**config.mk**
```make
export PLATFORM = sky130hd
export DESIGN_NAME = inter_tier_spread_engine
export DESIGN_NICKNAME = d
export VERILOG_FILES = /design/src/rtl/inter_tier_spread_engine.sv
export SDC_FILE = /design/constraint.sdc
export NUM_CORES = 2
export LEC_CHECK = 0
export BUFFER_PORTS_ARGS = -buffer_cell sky130_fd_sc_hd__buf_2
export CORE_MARGIN = 8
export CORE_UTILIZATION = 42
export CTS_BUF_LIST = sky130_fd_sc_hd__clkbuf_8
export DETAILED_ROUTE_END_ITERATION = 10
export GPL_ROUTABILITY_DRIVEN = 0
export PLACE_DENSITY = 0.66
export SETUP_SLACK_MARGIN = 0.3
export SLEW_MARGIN = 20
export SYNTH_ARGS = -nofsm -noshare
export SYNTH_HDL_FRONTEND = slang
export SYNTH_SLANG_ARGS = --single-unit
export TNS_END_PERCENT = 30
```
**constraint.sdc**
```tcl
create_clock -name clk -period 16.3 [get_ports clk]
set_clock_uncertainty 0.15 [all_clocks]
set_input_delay 1.63 -clock clk [delete_from_list [all_inputs] [get_ports clk]]
set_output_delay 1.63 -clock clk [all_outputs]
set_load 0.005 [all_outputs]
```
**src/rtl/inter_tier_spread_engine.sv**
```systemverilog
// Inter-tier spread charge engine: buckets signed positions into maturity tiers,
// nets intra-tier, then across tier pairs, then charges outright on the residue.
module inter_tier_spread_engine #(
    parameter int NUM_POS   = 8,
    parameter int NUM_TIERS = 3,
    parameter int POS_W     = 16,
    parameter int MAT_W     = 8,
    parameter int CHG_W     = 8,
    parameter int TSC_W     = 24
) (
    input  logic             clk,
    input  logic             reset,
    input  logic             start,
    input  logic [POS_W-1:0] position     [NUM_POS],
    input  logic [MAT_W-1:0] maturity     [NUM_POS],
    input  logic [MAT_W-1:0] tier_max     [NUM_TIERS],
    input  logic [CHG_W-1:0] intra_chg    [NUM_TIERS],
    input  logic [CHG_W-1:0] inter_chg    [NUM_TIERS*(NUM_TIERS-1)/2],
    input  logic [CHG_W-1:0] outright_chg [NUM_TIERS],
    output logic             busy,
    output logic             done,
    output logic [TSC_W-1:0] tsc
);
    localparam int NUM_PAIRS = NUM_TIERS * (NUM_TIERS - 1) / 2;
    localparam int SUM_W     = POS_W + $clog2(NUM_POS);
    localparam int PROD_W    = SUM_W + 1 + CHG_W;
    localparam int ADD_W     = ((TSC_W > PROD_W) ? TSC_W : PROD_W) + 1;
    localparam int PI_W      = (NUM_POS > 1) ? $clog2(NUM_POS) : 1;
    localparam int TI_W      = (NUM_TIERS > 1) ? $clog2(NUM_TIERS) : 1;
    localparam int PP_W      = (NUM_PAIRS > 1) ? $clog2(NUM_PAIRS) : 1;

    typedef enum logic [2:0] {S_IDLE, S_ACC, S_INTRA, S_INTER, S_OUTR, S_DONE} state_t;

    state_t           state_q;
    logic [POS_W-1:0] pos_q   [NUM_POS];
    logic [MAT_W-1:0] mat_q   [NUM_POS];
    logic [MAT_W-1:0] tmax_q  [NUM_TIERS];
    logic [CHG_W-1:0] intra_q [NUM_TIERS];
    logic [CHG_W-1:0] inter_q [NUM_PAIRS];
    logic [CHG_W-1:0] outr_q  [NUM_TIERS];
    logic [SUM_W-1:0] long_q  [NUM_TIERS];
    logic [SUM_W-1:0] short_q [NUM_TIERS];
    logic [TSC_W-1:0] tsc_q;
    logic             busy_q, done_q;
    logic [PI_W-1:0]  pidx_q;
    logic [TI_W-1:0]  ti_q, tj_q;
    logic [PP_W-1:0]  pp_q;

    logic [POS_W-1:0] cur_pos;
    logic [MAT_W-1:0] cur_mat;
    logic             hit;
    logic [TI_W-1:0]  tsel;
    logic [POS_W:0]   posx, mag;
    logic [SUM_W-1:0] m_in, a_pr, b_pr;
    logic [PROD_W-1:0] prod;
    logic [ADD_W-1:0] sum;
    logic [TSC_W-1:0] tsc_d;

    always_comb begin
        cur_pos = pos_q[pidx_q];
        cur_mat = mat_q[pidx_q];
        hit     = 1'b0;
        tsel    = '0;
        // First match wins, so a non-ascending bound table is still well defined
        for (int unsigned t = 0; t < NUM_TIERS; t++) begin
            if (!hit && (cur_mat < tmax_q[t])) begin
                hit  = 1'b1;
                tsel = TI_W'(t);
            end
        end
        posx = {cur_pos[POS_W-1], cur_pos};
        mag  = cur_pos[POS_W-1] ? ('0 - posx) : posx;

        m_in = (long_q[ti_q] < short_q[ti_q]) ? long_q[ti_q] : short_q[ti_q];
        a_pr = (long_q[ti_q] < short_q[tj_q]) ? long_q[ti_q] : short_q[tj_q];
        b_pr = (short_q[ti_q] < long_q[tj_q]) ? short_q[ti_q] : long_q[tj_q];

        case (state_q)
            S_INTRA: prod = PROD_W'(m_in) * PROD_W'(intra_q[ti_q]);
            S_INTER: prod = (PROD_W'(a_pr) + PROD_W'(b_pr)) * PROD_W'(inter_q[pp_q]);
            S_OUTR:  prod = (PROD_W'(long_q[ti_q]) + PROD_W'(short_q[ti_q]))
                            * PROD_W'(outr_q[ti_q]);
            default: prod = '0;
        endcase
        sum   = ADD_W'(tsc_q) + ADD_W'(prod);
        tsc_d = (|sum[ADD_W-1:TSC_W]) ? '1 : sum[TSC_W-1:0];
    end

    always_ff @(posedge clk) begin
        if (!reset) begin
            state_q <= S_IDLE;
            tsc_q   <= '0;
            busy_q  <= 1'b0;
            done_q  <= 1'b0;
            pidx_q  <= '0;
            ti_q    <= '0;
            tj_q    <= '0;
            pp_q    <= '0;
            for (int unsigned i = 0; i < NUM_POS; i++) begin
                pos_q[i] <= '0;
                mat_q[i] <= '0;
            end
            for (int unsigned t = 0; t < NUM_TIERS; t++) begin
                tmax_q[t]  <= '0;
                intra_q[t] <= '0;
                outr_q[t]  <= '0;
                long_q[t]  <= '0;
                short_q[t] <= '0;
            end
            for (int unsigned p = 0; p < NUM_PAIRS; p++) inter_q[p] <= '0;
        end else begin
            case (state_q)
                S_IDLE: if (start) begin
                    pos_q   <= position;
                    mat_q   <= maturity;
                    tmax_q  <= tier_max;
                    intra_q <= intra_chg;
                    inter_q <= inter_chg;
                    outr_q  <= outright_chg;
                    for (int unsigned t = 0; t < NUM_TIERS; t++) begin
                        long_q[t]  <= '0;
                        short_q[t] <= '0;
                    end
                    tsc_q   <= '0;
                    pidx_q  <= '0;
                    busy_q  <= 1'b1;
                    state_q <= S_ACC;
                end
                S_ACC: begin
                    if (hit && (cur_pos != '0)) begin
                        if (cur_pos[POS_W-1]) short_q[tsel] <= short_q[tsel] + SUM_W'(mag);
                        else                  long_q[tsel]  <= long_q[tsel] + SUM_W'(mag);
                    end
                    if (pidx_q == PI_W'(NUM_POS - 1)) begin
                        ti_q    <= '0;
                        state_q <= S_INTRA;
                    end else begin
                        pidx_q <= pidx_q + PI_W'(1);
                    end
                end
                S_INTRA: begin
                    tsc_q         <= tsc_d;
                    long_q[ti_q]  <= long_q[ti_q] - m_in;
                    short_q[ti_q] <= short_q[ti_q] - m_in;
                    if (ti_q == TI_W'(NUM_TIERS - 1)) begin
                        ti_q    <= '0;
                        tj_q    <= TI_W'(1);
                        pp_q    <= '0;
                        state_q <= S_INTER;
                    end else begin
                        ti_q <= ti_q + TI_W'(1);
                    end
                end
                S_INTER: begin
                    tsc_q         <= tsc_d;
                    long_q[ti_q]  <= long_q[ti_q] - a_pr;
                    short_q[tj_q] <= short_q[tj_q] - a_pr;
                    short_q[ti_q] <= short_q[ti_q] - b_pr;
                    long_q[tj_q]  <= long_q[tj_q] - b_pr;
                    if (pp_q == PP_W'(NUM_PAIRS - 1)) begin
                        ti_q    <= '0;
                        state_q <= S_OUTR;
                    end else begin
                        pp_q <= pp_q + PP_W'(1);
                        if (tj_q == TI_W'(NUM_TIERS - 1)) begin
                            ti_q <= ti_q + TI_W'(1);
                            tj_q <= ti_q + TI_W'(2);
                        end else begin
                            tj_q <= tj_q + TI_W'(1);
                        end
                    end
                end
                S_OUTR: begin
                    tsc_q <= tsc_d;
                    if (ti_q == TI_W'(NUM_TIERS - 1)) begin
                        done_q  <= 1'b1;
                        state_q <= S_DONE;
                    end else begin
                        ti_q <= ti_q + TI_W'(1);
                    end
                end
                S_DONE: begin
                    done_q  <= 1'b0;
                    busy_q  <= 1'b0;
                    state_q <= S_IDLE;
                end
                default: state_q <= S_IDLE;
            endcase
        end
    end

    assign busy = busy_q;
    assign done = done_q;
    assign tsc  = tsc_q;
endmodule

```
==> impl_metrics.csv <==
group,metric,value,unit
status,status,"complete, no violations",
yosys,ys_ff_latch,482,
yosys,async_flop_share,0,
yosys,yosys.area.top_type,"dfxtp_1",
cts,ctsResizeCount,0,
floorplan,dieArea,126000,um^2
worst_setup_path,critical_path.max_stage_delay,900,ps
timing,rsz0062_at_grt,"false",
grt,antenna_found_initial,15,
grt,grt_pass1_vias,43400,
floorplan,die_w,355,um
drt,vias_per_cell,5.92,
grt,grt_pass1_wl,257000,um
final_layout,fillerInstances,11200,
yosys,ys.flop_type,"dfxtp_1",
grt,grt_overflow,0,
timing,report.final.slew_viol_count,0,
drt,dr.pass1.iters,10,
drt,met2_length,73600,um
timing,finalHoldViolCount,0,
floorplan,die_y,355,um
cts,htreeDepth,3,
drt,antenna_left,0,
placement,numPortBuffers,316,
grt,grt_start_max_net_pins,114,
cts,clock_path_buffers,3,
worst_setup_path,critPathKind,"reg2reg",
timing,final.period_utilization,0.843,
yosys,yosys_warnings,0,
worst_hold_path,worstHoldPathType,"reg2reg",
cts,cts-root-buf,"clkbuf_8",
cts,cts_tree,"yes",
floorplan,start_util,0.423,
yosys,yosysUniqueCellTypes,91,
final_layout,seq_area,11200,um^2
cts,cts_made_buffers,82,
pwr,p_leak,0.0227,uW
timing,tns,0,ps
pwr,ir_drop,0.0000657,V
final_layout,fin_nets,6835,
placement,dpl.hpwl,131000,um
yosys,avgSynthCellArea,8.60,um^2
yosys,synthCells,5624,
yosys,synth_most_common_cell,"nand2_1",
yosys,synth_top_area_frac,0.137,
drt,wl_met3,21200,um
grt,grtUsageTotal,0.258,
timing,fin_crit,13750,ps
worst_setup_path,cp-start-kind,"register",
floorplan,io_pins,317,
final_layout,drive_above_1_share,0.123,
drt,drt-total-wl,169000,um
yosys,synth_area,48400,um^2
worst_setup_path,crit_required,16730,ps
worst_setup_path,arrival,14170,ps
floorplan,row_count,124,
flow_run,drv_cap,0,
drt,m1WireLength,65800,um
drt,vias,43900,
timing,slew_headroom,0.241,
worst_setup_path,cp_num_buf_inv,6,
drt,routedWlPerCell,22.8,um
yosys,synth.area.top_cells,"dfxtp_1 (14%), fa_1 (13%), ha_1 (10%), edfxtp_1 (9.4%), nand2_1 (7.4%)",
timing,setup_violations,0,
final_layout,multiInputGateArea,34200,um^2
worst_setup_path,endpoint_kind,"register",
timing,worst_pin_slew,1130,ps
drt,drc_errors,0,
yosys,netlist_top_cells_count,"nand2_1 (956), inv_1 (540), nor2_1 (405), ha_1 (389), a21oi_1 (338)",
final_layout,area_delta_synth_final,9.94,%
worst_setup_path,crit_slowest_cell,"dfxtp_2",
cts,cts_hold_buffers,0,
cts,cts_sinks,482,
cts,clk_latency,790,ps
worst_setup_path,cp_max_fo,24,
yosys,synth_edf_count,152,
cts,post_cts.repair.setup_buffers,0,
floorplan,core-area,114000,um^2
final_layout,final_core_util,0.466,
yosys,ys_seq_area_frac,0.231,
drt,drt_iter0_markers,5286,
cts,clk_pin_slew_worst_paths,60,ps
pwr,power_density,102,nW/um^2
drt,top_layer,"met5",
timing,fmaxAchievable,72.8,MHz
worst_setup_path,crit_family,"adder cells",
-- per-stage QoR --
step / total power [uW] / hold slack [ps] / instances / cell area [um^2] / worst slack, ps
after floorplan: 3280 / 283 / 5625 / 48400 / 3880
after global placement: 4130 / 290 / 7257 / 51500 / 3040
after detailed placement: 4170 / 296 / 7258 / 51500 / 2760
after CTS: 5340 / 304 / 7405 / 53100 / 2760
after global routing: 5720 / 318 / 7406 / 53100 / 2000
final: 5420 / 304 / 7414 / 53200 / 2550
-- state kept, by name, summed over array words and instances (netlist names), named ones only --
register / cells
pos_q: 128
long_q: 76
short_q: 76
mat_q: 64
inter_q: 24
intra_q: 24
outr_q: 24
tmax_q: 24
tsc: 24
pidx_q: 3
state_q: 3
pp_q: 2
ti_q: 2
tj_q: 2
busy: 1
done: 1
-- metal layers --
layer	track usage	vias up
li1	-	19900
met1	0.332	20900
met2	0.396	2597
met3	0.0813	454
met4	0.115	14
met5	0	-
-- cell families after synthesis --
kind of cell | after synthesis | synth area share
compound gates | 1324 | 0.181
xor+xnor | 218 | 0.0398
fa+ha+maj | 720 | 0.237
buf+inv | 811 | 0.0636
flops | 482 | 0.231
mux | 264 | 0.0875
other cells | 1 | 0.0000776
simple gates | 1804 | 0.160
-- layout make-up --
type,count,area share
antenna,9,0.000424
clock buffer,89,0.0230
clock inverter,58,0.00817
inverter,542,0.0383
multi-input combinational,4332,0.644
sequential,482,0.210
tap,1512,0.0356
timing repair buffer,390,0.0405
-- layout by cell type, fill, tap and decap left out, types with 111 or more instances in the layout --
cell type  count
inv_1        568
edfxtp_1     152
nor2_1       402
o21ai_0      189
a21boi_0     224
ha_1         389
xnor2_1      129
mux2i_1      111
nand2_1      955
dfxtp_1      324
mux4_2       124
fa_1         325
a21oi_1      332
buf_2        315
o22ai_1      117
-- tightest hold or removal path: stages (launching register included) --
cell and delay (ps):
dfxtp_1 310, nand2_1 50, a21oi_1 50
-- path summary, 6_finish.rpt --
kind / start / to / slack [ps] / cells past startpoint
hold / removal: intra_q[17] / intra_q[17] / 300 / 2
hold reg to reg: intra_q[17] / intra_q[17] / 300 / 2
setup / recovery: register / tsc[9] / 2550 / 48
setup reg to reg: register / tsc[9] / 2550 / 48
-- power by group --
group          switching (uW)  internal, uW  total (uW)
Combinational            1910           988        2900
Sequential               48.3          1320        1370
Clock                     560           592        1150
No activity file was read; power rests on OpenSTA's default activity.
